$ cat src/rtl/bus_memory_responder.sv
// Word-addressed memory responder with a ready handshake and configurable wait states.
// Optional write protection of the upper address range: define MEM_WRITE_PROTECT_EN.
module bus_memory_responder #(
    parameter int unsigned ADDR_W      = 6,
    parameter int unsigned DATA_W      = 8,
    parameter int unsigned WAIT_STATES = 1
`ifdef MEM_WRITE_PROTECT_EN
    ,
    parameter int unsigned PROTECT_BASE = 48
`endif
) (
    input  logic              clock,
    input  logic              reset,
    input  logic [ADDR_W-1:0] address,
    input  logic [DATA_W-1:0] data_in,
    input  logic              rd_mem,
    input  logic              wr_mem,
    output logic [DATA_W-1:0] data_out,
    output logic              mem_ready,
    output logic              busy
`ifdef MEM_WRITE_PROTECT_EN
    ,
    output logic              wr_fault
`endif
);

    localparam int unsigned DEPTH = 2 ** ADDR_W;
    localparam logic [3:0]  WS_L  = 4'(WAIT_STATES);

    typedef enum logic [1:0] {
        S_IDLE,
        S_BUSY,
        S_DONE
    } state_t;

    state_t            state_q, state_d;
    logic [3:0]        cnt_q, cnt_d;
    logic [ADDR_W-1:0] addr_q, addr_d;
    logic [DATA_W-1:0] wdata_q, wdata_d;
    logic              is_wr_q, is_wr_d;
    logic [DATA_W-1:0] rdata_q;
    logic [DATA_W-1:0] mem_q [DEPTH];
    logic              commit;
    logic              wr_allow;

    always_ff @(posedge clock or posedge reset) begin
        if (reset) begin
            state_q <= S_IDLE;
            cnt_q   <= '0;
            addr_q  <= '0;
            wdata_q <= '0;
            is_wr_q <= 1'b0;
        end else begin
            state_q <= state_d;
            cnt_q   <= cnt_d;
            addr_q  <= addr_d;
            wdata_q <= wdata_d;
            is_wr_q <= is_wr_d;
        end
    end

    always_comb begin
        state_d = state_q;
        cnt_d   = cnt_q;
        addr_d  = addr_q;
        wdata_d = wdata_q;
        is_wr_d = is_wr_q;
        case (state_q)
            S_IDLE: begin
                if (wr_mem || rd_mem) begin
                    addr_d  = address;
                    wdata_d = data_in;
                    is_wr_d = wr_mem;
                    cnt_d   = WS_L;
                    state_d = (WAIT_STATES > 0) ? S_BUSY : S_DONE;
                end
            end
            S_BUSY: begin
                cnt_d = cnt_q - 4'd1;
                if (cnt_q == 4'd1) state_d = S_DONE;
            end
            S_DONE:  state_d = S_IDLE;
            default: state_d = S_IDLE;
        endcase
    end

    // Memory and read data update on the edge entering DONE; the _d values
    // cover the zero-wait case where capture and completion share one edge.
    assign commit = (state_d == S_DONE) && (state_q != S_DONE);

`ifdef MEM_WRITE_PROTECT_EN
    localparam logic [ADDR_W:0] PB_L = (ADDR_W + 1)'(PROTECT_BASE);
    logic wr_fault_q;

    assign wr_allow = ({1'b0, addr_d} < PB_L);

    always_ff @(posedge clock or posedge reset) begin
        if (reset)                               wr_fault_q <= 1'b0;
        else if (commit && is_wr_d && !wr_allow) wr_fault_q <= 1'b1;
    end

    assign wr_fault = wr_fault_q;
`else
    assign wr_allow = 1'b1;
`endif

    always_ff @(posedge clock or posedge reset) begin
        if (reset) begin
            for (int unsigned i = 0; i < DEPTH; i++) mem_q[i] <= '0;
        end else if (commit && is_wr_d && wr_allow) begin
            mem_q[addr_d] <= wdata_d;
        end
    end

    always_ff @(posedge clock or posedge reset) begin
        if (reset)                   rdata_q <= '0;
        else if (commit && !is_wr_d) rdata_q <= mem_q[addr_d];
    end

    assign data_out  = rdata_q;
    assign mem_ready = (state_q == S_DONE);
    assign busy      = (state_q != S_IDLE);

endmodule

$ cat config.mk
export PLATFORM = sky130hd
export DESIGN_NAME = bus_memory_responder
export DESIGN_NICKNAME = d
export VERILOG_FILES = /design/src/rtl/bus_memory_responder.sv
export SDC_FILE = /design/constraint.sdc
export NUM_CORES = 1
export LEC_CHECK = 0
export ABC_CLOCK_PERIOD_IN_PS = 31300
export CAP_MARGIN = 20
export CORE_MARGIN = 3
export CORE_UTILIZATION = 40
export CTS_CLUSTER_SIZE = 10
export DETAILED_ROUTE_END_ITERATION = 8
export PLACE_DENSITY = 0.62
export RECOVER_POWER = 25
export SLEW_MARGIN = 20
export SYNTH_ARGS = -nofsm -noshare
export SYNTH_HDL_FRONTEND = slang
export SYNTH_SLANG_ARGS = --single-unit
$ cat constraint.sdc
create_clock -name clock -period 31.3 [get_ports clock]
set_clock_uncertainty 0.2 [all_clocks]
set_input_delay 3.13 -clock clock [delete_from_list [all_inputs] [get_ports clock]]
set_output_delay 3.13 -clock clock [all_outputs]
set_load 0.005 [all_outputs]
==> results.ini <==
[critical_path]
cp_top_family=buffers and inverters
arrival_ns=12.64
r2r_start=state_q[0]
crit_chain=dlygate4sd3_1 > clkinvlp_2 > clkbuf_1 > clkbuf_1
crit_path_frequent_cell=clkbuf_1
critPathSlowestCell=clkbuf_1
startpoint_type=primary input
reg2reg_depth=8
worst-path-buf-inv=4
rr_endpoint=mem_q[144]
path_class=primary input to asynchronous set/reset pin
crit_required_ns=30.82
cp-end-kind=asynchronous set/reset pin
worstPathMaxFanout=115
ff2ff_setup_slack_ns=24.52
critPathMaxStageDelay_ns=3.17

[layout]
fillers=5817
multi_input_area_mm2=0.0104
layout-drive-gt1-share_pct=7.15
ff_latch_area_mm2=0.0135
syn_to_final_growth_pct=10.1
finalCoreUtilization_pct=45.0
nets=2594
final_cell_area_mm2=0.0274

[pwr]
power_density_mw_per_mm2=93.7
power_frac_comb_pct=36.6
power.internal_mw=1.49
p_seq_share_pct=38.7
p_clk_share_pct=24.7
p_leak_nw=11.6
switching_power_mw=1.08
swShare_pct=42.1
ir_drop_mv=0.0972

[sta]
finalSetupTns_ns=0
setup_viol=0
slew_violations=458
period_minus_slack_ns=13.12
maxSlewHeadroom_pct=-238
tightest_slew_ns=5.06
fmax_mhz=76.2
fin_crit_sh_pct=41.9
rsz0062_at_grt=false
finalHoldViolations=0

[cts]
clockBufferDepth=3
cts_setup_buffers=0
path_clk_slew_ns=0.05
cts_hold_buffers=0
cts_buffers=61
htreeDepth=2
cts_resized=0
clkSinkCount=541
clk_latency_ns=0.63
cts-root-buf=clkbuf_16
cts_tree=built

[worst_hold_path]
holdPathStages=2
hp-start=mem_q[51]
min_path_type=flip-flop to flip-flop
hold_path_end=mem_q[51]

[global_routing]
grt_pass1_vias=20200
grt_max_degree=165
gr-total-overflow=0
grt_pass1_wl_um=126000
antenna_found_initial=2
grt_usage_pct=24.8

[synthesis]
synth_edf_count=0
ys_top_cells_by_count=dfrtp_1 (541), nand2_1 (349), o21ai_0 (344)
synth_area_leaders=dfrtp_1 (54%), o21ai_0 (6.9%), a21oi_1 (5.8%)
ys_seq_area_share_pct=54.4
yosysTopAreaCellShare_pct=54.4
ys_ff_latch=541
yosys.area_share.simple_pct=14.5
synth_mux_area_share_pct=2.64
synth-adder-area-share_pct=0.100
synth_top_family_by_area=compound AO/OA/AOI/OAI gates
yosysWarnings=0
syn_avg_cell_area_um2=9.38
synth_compound_area_share_pct=24.1
syn_area_mm2=0.0249
synth_cell_types=81
synth_xor_xnor_area_share_pct=0.0352
synth_top_cell_by_area=dfrtp_1
synth_most_common_cell=dfrtp_1
ys_async_sr_fraction_pct=100
synth_ff_type=dfrtp_1
syn_nets=2676
syn_inst=2656

[drt]
num_vias=20600
drcViolationCount=0
wl_per_cell_um=24.0
first_pass_iters=6
finalWirelength_um=82100
vias_per_cell=6.02
drt_iter0_markers=2156
ant_nets=0

[placement]
gp_congestion=0.904
dpl.hpwl_um=50600
placed_cell_area_mm2=0.0258
io_buffers=27

[status]
status=complete, but fails checks
violations=capacitance limit, slew limit

[floorplan]
die_height_um=256
rows=90
fp.dieArea_mm2=0.0653
boundaryPins=28
start_util_pct=40.9
dieWidth_um=256
core_area_mm2=0.0609

[run]
maxCapViolCount=8

power groups by stage:
| stage | Combinational, mW | Sequential, mW | Clock, mW |
|---|---|---|---|
| CTS | 0.926 | 0.993 | 0.645 |
| finish | 0.939 | 0.994 | 0.635 |
| detailed placement | 0.926 | 1.00 | 0 |
| global placement | 0.904 | 0.996 | 0 |
| floorplan | 0.597 | 0.964 | 0 |
| global route | 1.00 | 1.01 | 0.674 |
stage by stage:
stage / power (mW) / worst slack [ns] / hold slack (ns) / instances
after detailed placement: 1.93 / 23.39 / 0.265 / 3337
after global placement: 1.90 / 23.38 / 0.257 / 3337
final: 2.57 / 18.18 / 0.274 / 3419
after CTS: 2.56 / 24.03 / 0.277 / 3415
after global routing: 2.69 / 16.28 / 0.295 / 3417
after floorplan: 1.56 / 12.85 / 0.241 / 2656
layer usage:
| metal | wire length (um) | GRT usage [%] | part of all wire, % | vias up |
|---|---|---|---|---|
| met1 | 33600 | 33.1 | 41 | 10200 |
| li1 | - | - | - | 9246 |
| met5 | 27 | 0 | 0.033 | - |
| met4 | 4000 | 11.6 | 4.9 | 4 |
| met3 | 6680 | 4.86 | 8.1 | 235 |
| met2 | 37800 | 39.1 | 46 | 872 |
tightest hold or removal path, stage by stage, from the launching register on:
cell     delay (ns)
dfrtp_1        0.34
nand2_1        0.04
o21ai_0        0.06
how the worst max path moves through the flow:
stage,startpoint,endpoint,slack [ns],depth (start not counted)
global route,reset,mem_q[183],16.28,4
global placement,wr_mem,mem_q[116],23.38,10
finish,reset,mem_q[138],18.18,4
floorplan,reset,addr_q[0],12.85,1
CTS,rd_mem,mem_q[98],24.03,10
detailed placement,wr_mem,mem_q[98],23.39,10
cell families after synthesis:
group | Yosys count
flops | 541
fa+ha+maj | 2
simple gates | 813
compound gates | 985
buf+inv | 250
mux | 64
xor+xnor | 1
registers in the layout, summed over array words and instances, names as in the netlist:
name,cells
is_wr_q,1
addr_q,6
mem_q,512
cnt_q,4
data_out,8
state_q,2
wdata_q,8
layout by cell type, fill, tap and decap left out, types with 5 or more instances in the layout:
master and n:
nor3_4 5, buf_4 49, clkdlybuf4s50_1 15, a31oi_1 20
nor2b_1 5, o22ai_1 18, o221a_2 7, a21oi_1 290
nand4_1 17, nor2_1 252, nor4_1 10, clkbuf_16 61
a22oi_1 46, nand3_1 59, a222oi_1 13, o21a_1 25
mux2i_1 55, a211oi_1 29, nand2b_1 57, dlygate4sd3_1 11
o211ai_1 7, and3_1 7, a311oi_1 26, nor3_1 5
dfrtp_1 540, a41oi_1 6, a21o_1 17, o22a_1 11
a21boi_0 43, clkbuf_1 18, mux2i_4 5, nor4_2 5
nor2_2 7, nand2_1 350, a2111oi_0 21, inv_1 17
o21ai_0 345, nor3_2 12, a22o_1 18
final cells by class:
type,instances,area share [%]
antenna,2,0.0183
clock buffer,75,5.83
clock inverter,3,0.173
inverter,22,0.306
multi-input combinational,1865,38.1
sequential,541,49.4
tap,828,3.78
timing repair buffer,83,2.46
Note: power is estimated with default switching activity, not from simulation.
